**src/rtl/aud_dsp_pkg.sv**
```systemverilog
// Shared types and helpers for the multi-channel variable-speed audio sample processor.
package aud_dsp_pkg;

    localparam int AUD_DW_DEF = 16;

    typedef enum logic [2:0] {
        S_IDLE,
        S_REC,
        S_FETCH,
        S_DIV,
        S_STEP,
        S_DONE
    } state_t;

    // Width needed to hold any ratio 0..max_ratio.
    function automatic int ratio_w(input int max_ratio);
        return $clog2(max_ratio + 1);
    endfunction

endpackage

```
**src/rtl/aud_div_seq.sv**
```systemverilog
// Sequential restoring divider: signed DW+1-bit dividend by unsigned RW-bit divisor, DW+2 cycles.
// With AUD_DSP_ROUND_EN defined the quotient rounds to nearest (ties away from zero), else truncates.
module aud_div_seq #(
    parameter int DW = 16,
    parameter int RW = 4
) (
    input  logic                 i_clk,
    input  logic                 i_rst_n,
    input  logic                 i_clear,
    input  logic                 i_start,
    input  logic signed [DW:0]   i_dividend,
    input  logic [RW-1:0]        i_divisor,
    output logic                 o_done,
    output logic [DW-1:0]        o_quot
);

    localparam int CNTW = $clog2(DW + 2);
    localparam logic [CNTW-1:0] LAST = CNTW'(DW + 1);

    logic            busy, neg, fits, rnd;
    logic [CNTW-1:0] cnt;
    logic [DW:0]     quo;
    logic [RW-1:0]   rem, dvs;
    logic [RW:0]     trial, trial_sub;
    logic [DW-1:0]   qmag;

    // Magnitude bits shift out of quo's MSB while quotient bits shift in at the LSB.
    always_comb begin
        trial     = {rem, quo[DW]};
        trial_sub = trial - {1'b0, dvs};
        fits      = (trial >= {1'b0, dvs});
    end

    always_ff @(posedge i_clk or negedge i_rst_n) begin
        if (!i_rst_n) begin
            busy <= 1'b0;
            neg  <= 1'b0;
            cnt  <= '0;
            quo  <= '0;
            rem  <= '0;
            dvs  <= '0;
        end else if (i_clear) begin
            busy <= 1'b0;
            neg  <= 1'b0;
            cnt  <= '0;
            quo  <= '0;
            rem  <= '0;
            dvs  <= '0;
        end else if (i_start) begin
            busy <= 1'b1;
            cnt  <= '0;
            neg  <= i_dividend[DW];
            quo  <= i_dividend[DW] ? -i_dividend : i_dividend;
            rem  <= '0;
            dvs  <= i_divisor;
        end else if (busy) begin
            if (cnt == LAST) begin
                busy <= 1'b0;
            end else begin
                cnt <= cnt + CNTW'(1);
                rem <= fits ? trial_sub[RW-1:0] : trial[RW-1:0];
                quo <= {quo[DW-1:0], fits};
            end
        end
    end

`ifdef AUD_DSP_ROUND_EN
    assign rnd = ({rem, 1'b0} >= {1'b0, dvs});
`else
    assign rnd = 1'b0;
`endif

    assign qmag   = quo[DW-1:0] + {{(DW-1){1'b0}}, rnd};
    assign o_quot = neg ? -qmag : qmag;
    assign o_done = busy && (cnt == LAST);

endmodule

```
**src/rtl/aud_dsp_mc.sv**
```systemverilog
// Multi-channel variable-speed audio processor: record pass-through, fast skip, slow hold/interpolate.
// Optional AUD_DSP_ROUND_EN (in aud_div_seq) selects rounded instead of truncated interpolation step.
module aud_dsp_mc import aud_dsp_pkg::*; #(
    parameter int DW        = AUD_DW_DEF,
    parameter int CH        = 2,
    parameter int MAX_RATIO = 8,
    parameter int RW        = ratio_w(MAX_RATIO)
) (
    input  logic             i_clk,
    input  logic             i_rst_n,
    input  logic             i_clear,
    input  logic             i_mode,
    input  logic             i_fast,
    input  logic [RW-1:0]    i_ratio,
    input  logic             i_interpol,
    input  logic             i_start,
    output logic             o_fin,
    output logic             o_busy,
    output logic [RW-1:0]    o_next_num,
    output logic             o_mem_start,
    input  logic             i_mem_fin,
    input  logic [CH*DW-1:0] i_rdata,
    output logic [CH*DW-1:0] o_dac_data,
    input  logic [CH*DW-1:0] i_adc_data,
    output logic [CH*DW-1:0] o_wdata
);

    localparam int CW = (CH > 1) ? $clog2(CH) : 1;
    localparam logic [CW-1:0] CH_LAST = CW'(CH - 1);
    localparam logic [RW-1:0] R_ONE   = RW'(1);
    localparam logic [RW-1:0] R_MAX   = RW'(MAX_RATIO);

    state_t                 state, state_n;
    logic [RW-1:0]          k, ratio_q, ratio_eff;
    logic                   slow_q, interp_q, slow_n, mem_start_q;
    logic [CW-1:0]          ch_idx, ch_n;
    logic [CH-1:0][DW-1:0]  rd_v, cur, prev, acc, delta, acc_nx;
    logic                   div_first, div_start, div_done;
    logic [DW-1:0]          sub_a, sub_b, quot;
    logic signed [DW:0]     dividend;

    assign rd_v = i_rdata;

    always_comb begin
        if (i_ratio == '0)
            ratio_eff = R_ONE;
        else if (i_ratio > R_MAX)
            ratio_eff = R_MAX;
        else
            ratio_eff = i_ratio;
        slow_n = !i_fast && (ratio_eff != R_ONE);
    end

    always_ff @(posedge i_clk or negedge i_rst_n) begin
        if (!i_rst_n)
            state <= S_IDLE;
        else if (i_clear)
            state <= S_IDLE;
        else
            state <= state_n;
    end

    always_comb begin
        state_n = state;
        case (state)
            S_IDLE:  if (i_start) state_n = i_mode ? S_REC : ((k == '0) ? S_FETCH : S_STEP);
            S_REC:   if (i_mem_fin) state_n = S_DONE;
            S_FETCH: if (i_mem_fin) state_n = slow_q ? S_DIV : S_DONE;
            S_DIV:   if (div_done && ch_idx == CH_LAST) state_n = S_DONE;
            S_STEP:  state_n = S_DONE;
            S_DONE:  state_n = S_IDLE;
            default: state_n = S_IDLE;
        endcase
    end

    always_comb begin
        o_busy = (state != S_IDLE);
        o_fin  = (state == S_DONE);
    end

    assign o_mem_start = mem_start_q;

    // Channel 0 division launches on the fetch edge from the incoming frame; the rest chain off o_done.
    always_comb begin
        ch_n      = ch_idx + CW'(1);
        div_first = (state == S_FETCH) && i_mem_fin && slow_q;
        div_start = div_first || ((state == S_DIV) && div_done && (ch_idx != CH_LAST));
        sub_a     = div_first ? rd_v[0] : cur[ch_n];
        sub_b     = div_first ? cur[0]  : prev[ch_n];
        dividend  = $signed({sub_a[DW-1], sub_a}) - $signed({sub_b[DW-1], sub_b});
        for (int c = 0; c < CH; c++)
            acc_nx[c] = acc[c] + delta[c];
    end

    aud_div_seq #(.DW(DW), .RW(RW)) u_div (
        .i_clk      (i_clk),
        .i_rst_n    (i_rst_n),
        .i_clear    (i_clear),
        .i_start    (div_start),
        .i_dividend (dividend),
        .i_divisor  (ratio_q),
        .o_done     (div_done),
        .o_quot     (quot)
    );

    always_ff @(posedge i_clk or negedge i_rst_n) begin
        if (!i_rst_n) begin
            k           <= '0;
            ratio_q     <= '0;
            slow_q      <= 1'b0;
            interp_q    <= 1'b0;
            mem_start_q <= 1'b0;
            ch_idx      <= '0;
            cur         <= '0;
            prev        <= '0;
            acc         <= '0;
            delta       <= '0;
            o_next_num  <= '0;
            o_dac_data  <= '0;
            o_wdata     <= '0;
        end else if (i_clear) begin
            k           <= '0;
            ratio_q     <= '0;
            slow_q      <= 1'b0;
            interp_q    <= 1'b0;
            mem_start_q <= 1'b0;
            ch_idx      <= '0;
            cur         <= '0;
            prev        <= '0;
            acc         <= '0;
            delta       <= '0;
            o_next_num  <= '0;
            o_dac_data  <= '0;
            o_wdata     <= '0;
        end else begin
            mem_start_q <= 1'b0;
            case (state)
                S_IDLE: if (i_start) begin
                    if (i_mode) begin
                        o_wdata     <= i_adc_data;
                        k           <= '0;
                        mem_start_q <= 1'b1;
                    end else if (k == '0) begin
                        // Segment parameters are frozen here until k wraps back to 0.
                        ratio_q     <= ratio_eff;
                        slow_q      <= slow_n;
                        interp_q    <= i_interpol;
                        o_next_num  <= slow_n ? '0 : ratio_eff - R_ONE;
                        mem_start_q <= 1'b1;
                    end
                end
                S_FETCH: if (i_mem_fin) begin
                    cur    <= rd_v;
                    ch_idx <= '0;
                    if (slow_q)
                        prev <= cur;
                    else
                        o_dac_data <= i_rdata;
                end
                S_DIV: if (div_done) begin
                    delta[ch_idx] <= interp_q ? quot : '0;
                    acc[ch_idx]   <= prev[ch_idx];
                    if (ch_idx == CH_LAST) begin
                        k          <= R_ONE;
                        o_dac_data <= prev;
                    end else begin
                        ch_idx <= ch_n;
                    end
                end
                S_STEP: begin
                    acc        <= acc_nx;
                    o_dac_data <= acc_nx;
                    k          <= (k == ratio_q - R_ONE) ? '0 : k + R_ONE;
                end
                default: ;
            endcase
        end
    end

endmodule

```
**config.mk**
```make
export PLATFORM = sky130hd
export DESIGN_NAME = aud_dsp_mc
export DESIGN_NICKNAME = d
export VERILOG_FILES = /design/src/rtl/aud_dsp_pkg.sv /design/src/rtl/aud_div_seq.sv /design/src/rtl/aud_dsp_mc.sv
export SDC_FILE = /design/constraint.sdc
export NUM_CORES = 1
export LEC_CHECK = 0
export CORE_MARGIN = 2
export CORE_UTILIZATION = 52
export DETAILED_ROUTE_END_ITERATION = 7
export HOLD_SLACK_MARGIN = 0.06
export PLACE_DENSITY = 0.81
export SYNTH_ARGS = -nofsm -noshare
export SYNTH_HDL_FRONTEND = slang
export SYNTH_SLANG_ARGS = --single-unit
```
**constraint.sdc**
```tcl
create_clock -name i_clk -period 3.9 [get_ports i_clk]
set_input_delay 0.585 -clock i_clk [delete_from_list [all_inputs] [get_ports i_clk]]
set_output_delay 0.585 -clock i_clk [all_outputs]
set_load 0.1 [all_outputs]
```
* Word level (Yosys, flattened, before mapping)
Cells that the tools add are included.
Operators by class: multiplexer cells 108, reduce and logical (&&, ||, !) cells 40, equality and inequality tests 18, bitwise logic cells 1, add/sub/neg operators 11, order comparisons 5
Operators with widths (count):
- 32-bit 2-to-1 mux | 21
- 16-bit 2-to-1 mux | 11
- 4-bit 2-to-1 mux | 26
- 32-bit one-hot mux with 3 select lines | 1
- 17-bit 2-to-1 mux | 5
- 32-bit bitwise mux | 2
- 32-bit one-hot mux with 2 select lines | 1
- 16-bit adder | 2
- 3-bit != test, second input constant | 9
- 1-bit 2-to-1 mux | 25
- 3-bit 2-to-1 mux | 8
- 5-bit 2-to-1 mux | 4
- 2-bit nonzero test | 10
- 17-bit negation | 1
- 16-bit by 16-bit subtractor with 17-bit output | 1
- 16-bit demux with 1-bit select | 1
- 16-bit negation | 1
- 3-bit one-hot mux with 5 select lines | 1
- 4-bit one-hot mux with 3 select lines | 1
- 3-bit nonzero test | 4
- 5-bit AND reduction | 2
- 3-bit AND reduction | 3
- 1-bit logical AND | 8
- 4-bit logical NOT | 2
- other kinds (24) | 33
Word-level totals: output and inout port bits 71, input bits 76, flip-flop bits (word level) 243, logic and storage cells 207

* Longest topological paths before layout
depth after elaboration 11, depth in mapped cells 19

* Modules after synthesis
Synthesis repeated with hierarchy kept, for this count alone.
Unflattened totals: cell total of the unflattened synthesis 1613, area, all modules 14421.3 um2
By module, submodules not included:
- aud_dsp_mc | area an instance 11990.2 um2, cells an instance 1335, instances 1, sequential area each 5280.1 um2
- aud_div_seq | area an instance 2431.1 um2, cells an instance 278, instances 1, sequential area each 800.8 um2

* Worst setup path before layout
Ideal clock, no wire load.
kind in2reg, start point in i_mem_fin, end point reg u_div.quo[15], path slack -0.313 ns, data arrival time 4.076 ns, cell stages on the path 18, buffers on the path 2, cells stage by stage nor2b_1 and3_1 clkbuf_1 clkbuf_1 nor2_1 a21oi_1 ha_1 inv_1 fa_1 a21o_1 a211o_1 and2_4 a221oi_2 xnor2_1 nand3b_4 o41ai_2 xnor2_1 a21oi_1
On the way: cells in the longest elaborated chain, start to end 8
Ends and longest elaborated chain:
- from (decl) | RTL line aud_dsp_mc.sv:21 | input logic i_mem_fin,
- 1-bit logical AND * (2 in a row) | RTL line aud_dsp_mc.sv:86 | div_first = (state == S_FETCH) && i_mem_fin && slow_q;
- 16-bit 2-to-1 mux (on tied branches) | RTL line aud_dsp_mc.sv:88, aud_dsp_mc.sv:89
- 16-bit by 16-bit subtractor with 17-bit output | RTL line aud_dsp_mc.sv:90 | dividend = $signed({sub_a[DW-1], sub_a}) - $signed({sub_b[DW-1], sub_b});
- 17-bit negation | RTL line aud_div_seq.sv:53 | quo <= i_dividend[DW] ? -i_dividend : i_dividend;
- 17-bit 2-to-1 mux | RTL line aud_div_seq.sv:53
- 17-bit 2-to-1 mux | RTL line aud_div_seq.sv:49 | end else if (i_start) begin
- 17-bit 2-to-1 mux | RTL line aud_div_seq.sv:42 | end else if (i_clear) begin
- to (signal assigned) | RTL line aud_div_seq.sv:53
- to (signal assigned) | RTL line aud_div_seq.sv:62 | quo <= {quo[DW-1:0], fits};
- to (decl) | RTL line aud_div_seq.sv:22 | logic [DW:0] quo;
Every way passes the cells marked *; elsewhere a longest branch is shown, timed or not. A chain may end at the register's enable or synchronous reset.

* Worst setup path after layout
start point reg state[2], end point reg u_div.quo[12]
On the way: cells in the longest elaborated chain, start to end 9
Ends and longest elaborated chain:
- from (decl) | RTL line aud_dsp_mc.sv:33 | state_t state, state_n;
- from (signal assigned) | RTL line aud_dsp_mc.sv:60 | state <= state_n;
- 3-bit by 2-bit == test with 1-bit output | RTL line aud_dsp_mc.sv:86
- 1-bit logical AND (2 in a row) | RTL line aud_dsp_mc.sv:86
- 16-bit 2-to-1 mux (on tied branches) | RTL line aud_dsp_mc.sv:88, aud_dsp_mc.sv:89
- 16-bit by 16-bit subtractor with 17-bit output | RTL line aud_dsp_mc.sv:90
- 17-bit negation | RTL line aud_div_seq.sv:53
- 17-bit 2-to-1 mux | RTL line aud_div_seq.sv:53
- 17-bit 2-to-1 mux | RTL line aud_div_seq.sv:49
- 17-bit 2-to-1 mux | RTL line aud_div_seq.sv:42
Parallel ways exist; a longest one is shown, timed or not.

==> run_results.csv <==
group,metric,value,unit
die,rows,60,
final_layout,fin_nets,2034,
setup_path,cp_cell_sequence,"nor2b_4, and3_4, buf_12, buf_4, nand2_1, o21a_1, ha_1, a21oi_1, o21ai_0, a2111oi_0, a21oi_1, a22o_2, buf_4, a31oi_1, xnor2_1, a21oi_1",
logic_synthesis,synth_area_leader_cell,"dfrtp_1",
drt,dr_total_vias,13700,
logic_synthesis,synth_nets,1822,
die,die_y,170,um
die,start_util,53.2,%
sta,tightest_slew,1180,ps
drt,wl_per_cell,19.7,um
setup_path,start_kind,"flop",
logic_synthesis,synth_top_cell_area_share,42.3,%
die,ios,147,
setup_path,ff2ff_path_depth,16,
clocking,insertion_delay,540,ps
logic_synthesis,yosysWarningCount,0,
status,status,"complete, no violations",
clocking,clk_pin_slew,60,ps
grt,grt_max_degree,158,
setup_path,crit_family,"compound AO/OA/AOI/OAI gates",
logic_synthesis,synth_edf_count,0,
final_layout,multiInputGateArea,7970,um^2
clocking,cts_tree,"done",
hold_path,min_path_type,"in -> async",
clocking,numCtsBuffers,26,
sta,slew_headroom,21.2,%
die,die_x,170,um
final_layout,synthToLayoutAreaGrowth,26.6,%
drt,drcViolationCount,0,
sta,fin_crit,3760,ps
clocking,clkSinkCount,243,
pwr,power_density,587,nW/um^2
final_layout,regArea,6080,um^2
drt,first_iter_violations,1549,
final_layout,n_antenna_cell,0,
final_layout,stdcell_area,18200,um^2
place,portBuffers,146,
drt,wirelength,44.5,mm
grt,grt_use_total,30.0,%
setup_path,worst_ep_required_time,4320,ps
place,placed_cell_area,17000,um^2
place,dp_hpwl,31.7,mm
logic_synthesis,syn_inst,1683,
setup_path,cpMostUsedCell,"a21oi_1",
clocking,h-tree-depth,1,
setup_path,critical_path_buf_inv_count,3,
logic_synthesis,yosysUniqueCellTypes,69,
die,die_area,29000,um^2
place,gp_congestion,0.971,
setup_path,cp_slowest_cell,"a2111oi_0",
setup_path,cp.depth,16,
flow_run,cap_violations,0,
grt,antenna_found_initial,0,
setup_path,cp-end-kind,"flop",
grt,grt_pass1_wl,69.7,mm
sta,fin_skew,8.20,ps
setup_path,critPathArrivalTime,4170,ps
pwr,total_leakage_power,7.96,nW
sta,drv_slew,0,
logic_synthesis,syn_area,14400,um^2
logic_synthesis,avgSynthCellArea,8.54,um^2
clocking,root_buffer,"clkbuf_16",
logic_synthesis,synth_top_flop_cell,"dfrtp_1",
clocking,hold_buffers,0,
sta,hold_viol_final,0,
pwr,irDropWorstVdd,449,uV
drt,drt.antenna.violating_nets,0,
grt,globalRouteOverflowTotal,0,
setup_path,worstSetupPathType,"reg -> reg",
sta,setup_viol,0,
drt,drt_first_pass_iters,6,
setup_path,max_stage_delay,510,ps
final_layout,drive_above_1_share,12.2,%
logic_synthesis,async_reset_ff_share,100,%
sta,fmax,266,MHz
clocking,clk_path_buf_depth,3,
sta,period_share,96.4,%
logic_synthesis,yosysSeqAreaShare,42.3,%
logic_synthesis,ys_seq_elements,243,
logic_synthesis,ys_top_cells_by_area,"dfrtp_1 (42%), nand2_1 (9.5%), a21oi_1 (6.9%), ha_1 (5.1%), nor2_1 (3.4%)",
pwr,total_power,0.0107,W
setup_path,cp_max_fo,13,
grt,grt_pass1_vias,13100,
drt,drt-vias-per-instance,6.09,
die,coreArea,27000,um^2
final_layout,nFillCells,2055,
## cells in the mapped netlist, types with 6 or more instances
master / n
nor3_1: 34
buf_1: 7
and2_1: 10
or3_1: 9
dfrtp_1: 243
o22ai_1: 6
xnor2_1: 52
a221oi_1: 22
a21o_1: 19
o31ai_1: 17
a22o_1: 22
a32o_1: 6
xor2_1: 21
mux2i_1: 39
a21oi_1: 198
nor2_1: 132
a211oi_1: 34
and3_1: 8
nand2b_1: 8
o21a_1: 24
nand2_1: 364
a22oi_1: 10
ha_1: 59
nand3_1: 23
a31o_2: 6
clkbuf_1: 95
nor2b_1: 10
o21ai_0: 70
inv_1: 37
a311oi_1: 11
## path summary, 6_finish.rpt
check | startpoint | slack (ps) | endpoint
setup / recovery | state[2] | 140 | u_div.quo[12]
setup reg to reg | state[2] | 140 | u_div.quo[12]
hold reg to reg | o_dac_data[24] | 480 | o_dac_data[24]
min in group i_clk | i_clear | 430 | delta[8]
hold / removal | i_rst_n | 60 | cur[6]
max in group asynchronous | i_rst_n | 2850 | u_div.quo[8]
## flip-flops by register name, indices dropped and copies added, names as in the netlist, 3 cells and up
| register | flops |
|---|---|
| u_div.quo | 17 |
| u_div.dvs | 4 |
| u_div.rem | 4 |
| state | 3 |
| o_dac_data | 32 |
| delta | 32 |
| o_wdata | 32 |
| k | 4 |
| cur | 32 |
| o_next_num | 4 |
| ratio_q | 4 |
| u_div.cnt | 5 |
| acc | 32 |
| prev | 32 |
## power breakdown
group	total, W	switching (W)	internal [W]
Combinational	0.00480	0.00319	0.00160
Clock	0.00285	0.00107	0.00179
Sequential	0.00302	0.000206	0.00281
Total	0.0107	0.00447	0.00620
## per-stage QoR
stage	setup TNS, ps	hold WS [ps]	utilization, %	setup WS, ps	cells
finish	0	57.3	67.3	142	2256
global route	-206	120	67.3	-93.1	2256
CTS	0	90.6	66.4	75.1	2251
detailed placement	-8140	465	62.7	-592	2203
global placement	-6660	462	62.7	-508	2203
floorplan	0	289	-	0.122	1683
## placed cells by master, fill, tap and decap left out, types with 5 or more instances in the layout
cell type        instances
and3_1                   6
a21oi_1                194
nor2_1                 131
o21ai_0                 68
nand3_1                 22
xnor2_1                 51
a32o_1                   6
a22oi_1                 10
nand2b_1                 8
inv_1                   37
clkbuf_16               28
a21o_1                  19
a222oi_1                 5
clkdlybuf4s50_1        143
o22ai_1                  6
and2_1                   9
nand2_1                364
o21a_1                  24
nor2b_1                  8
a221oi_1                22
a211oi_1                34
o31ai_1                 16
a31o_2                   6
o21bai_1                 5
a311oi_1                10
nor3_1                  32
ha_1                    57
xor2_1                  21
bufinv_16                7
a22o_1                  21
buf_4                  133
or4_1                    5
dfrtp_1                242
or3_1                    9
mux2i_1                 39
## layout make-up
class                           instances  area share [%]
Clock buffer                           34            4.02
Clock inverter                         14            1.40
Inverter                               37           0.763
Multi-Input combinational cell       1301            43.8
Sequential cell                       243            33.4
Tap cell                              341            2.34
Timing Repair Buffer                  286            14.2
## what timing repair did
action / CTS / global route
pin swaps: 2 / 18
cloned: 0 / 1
resized for setup: 3 / 35
buffers inserted: 0 / 4
hold endpoints to repair: 0 / 0
endpoints found under the setup margin: 5 / 14
## per-layer routing
metal	part of all wire [%]	up-vias	GRT usage, %
met5	0	-	0
met4	2.0	0	7.95
met3	11	74	6.72
met2	46	646	47.0
met1	41	6629	42.1
li1	-	6389	-
## kinds of logic after synthesis
group,count (synthesis),share of synthesized area [%]
flip-flops,243,42.3
adder cells (fa/ha/maj),63,5.69
AO/OA/AOI/OAI,495,22.4
multiplexers,40,2.79
buffers and inverters,139,3.63
AND/OR/NAND/NOR,630,18.8
XOR/XNOR,73,4.45
(Power assumes the default switching activity.)
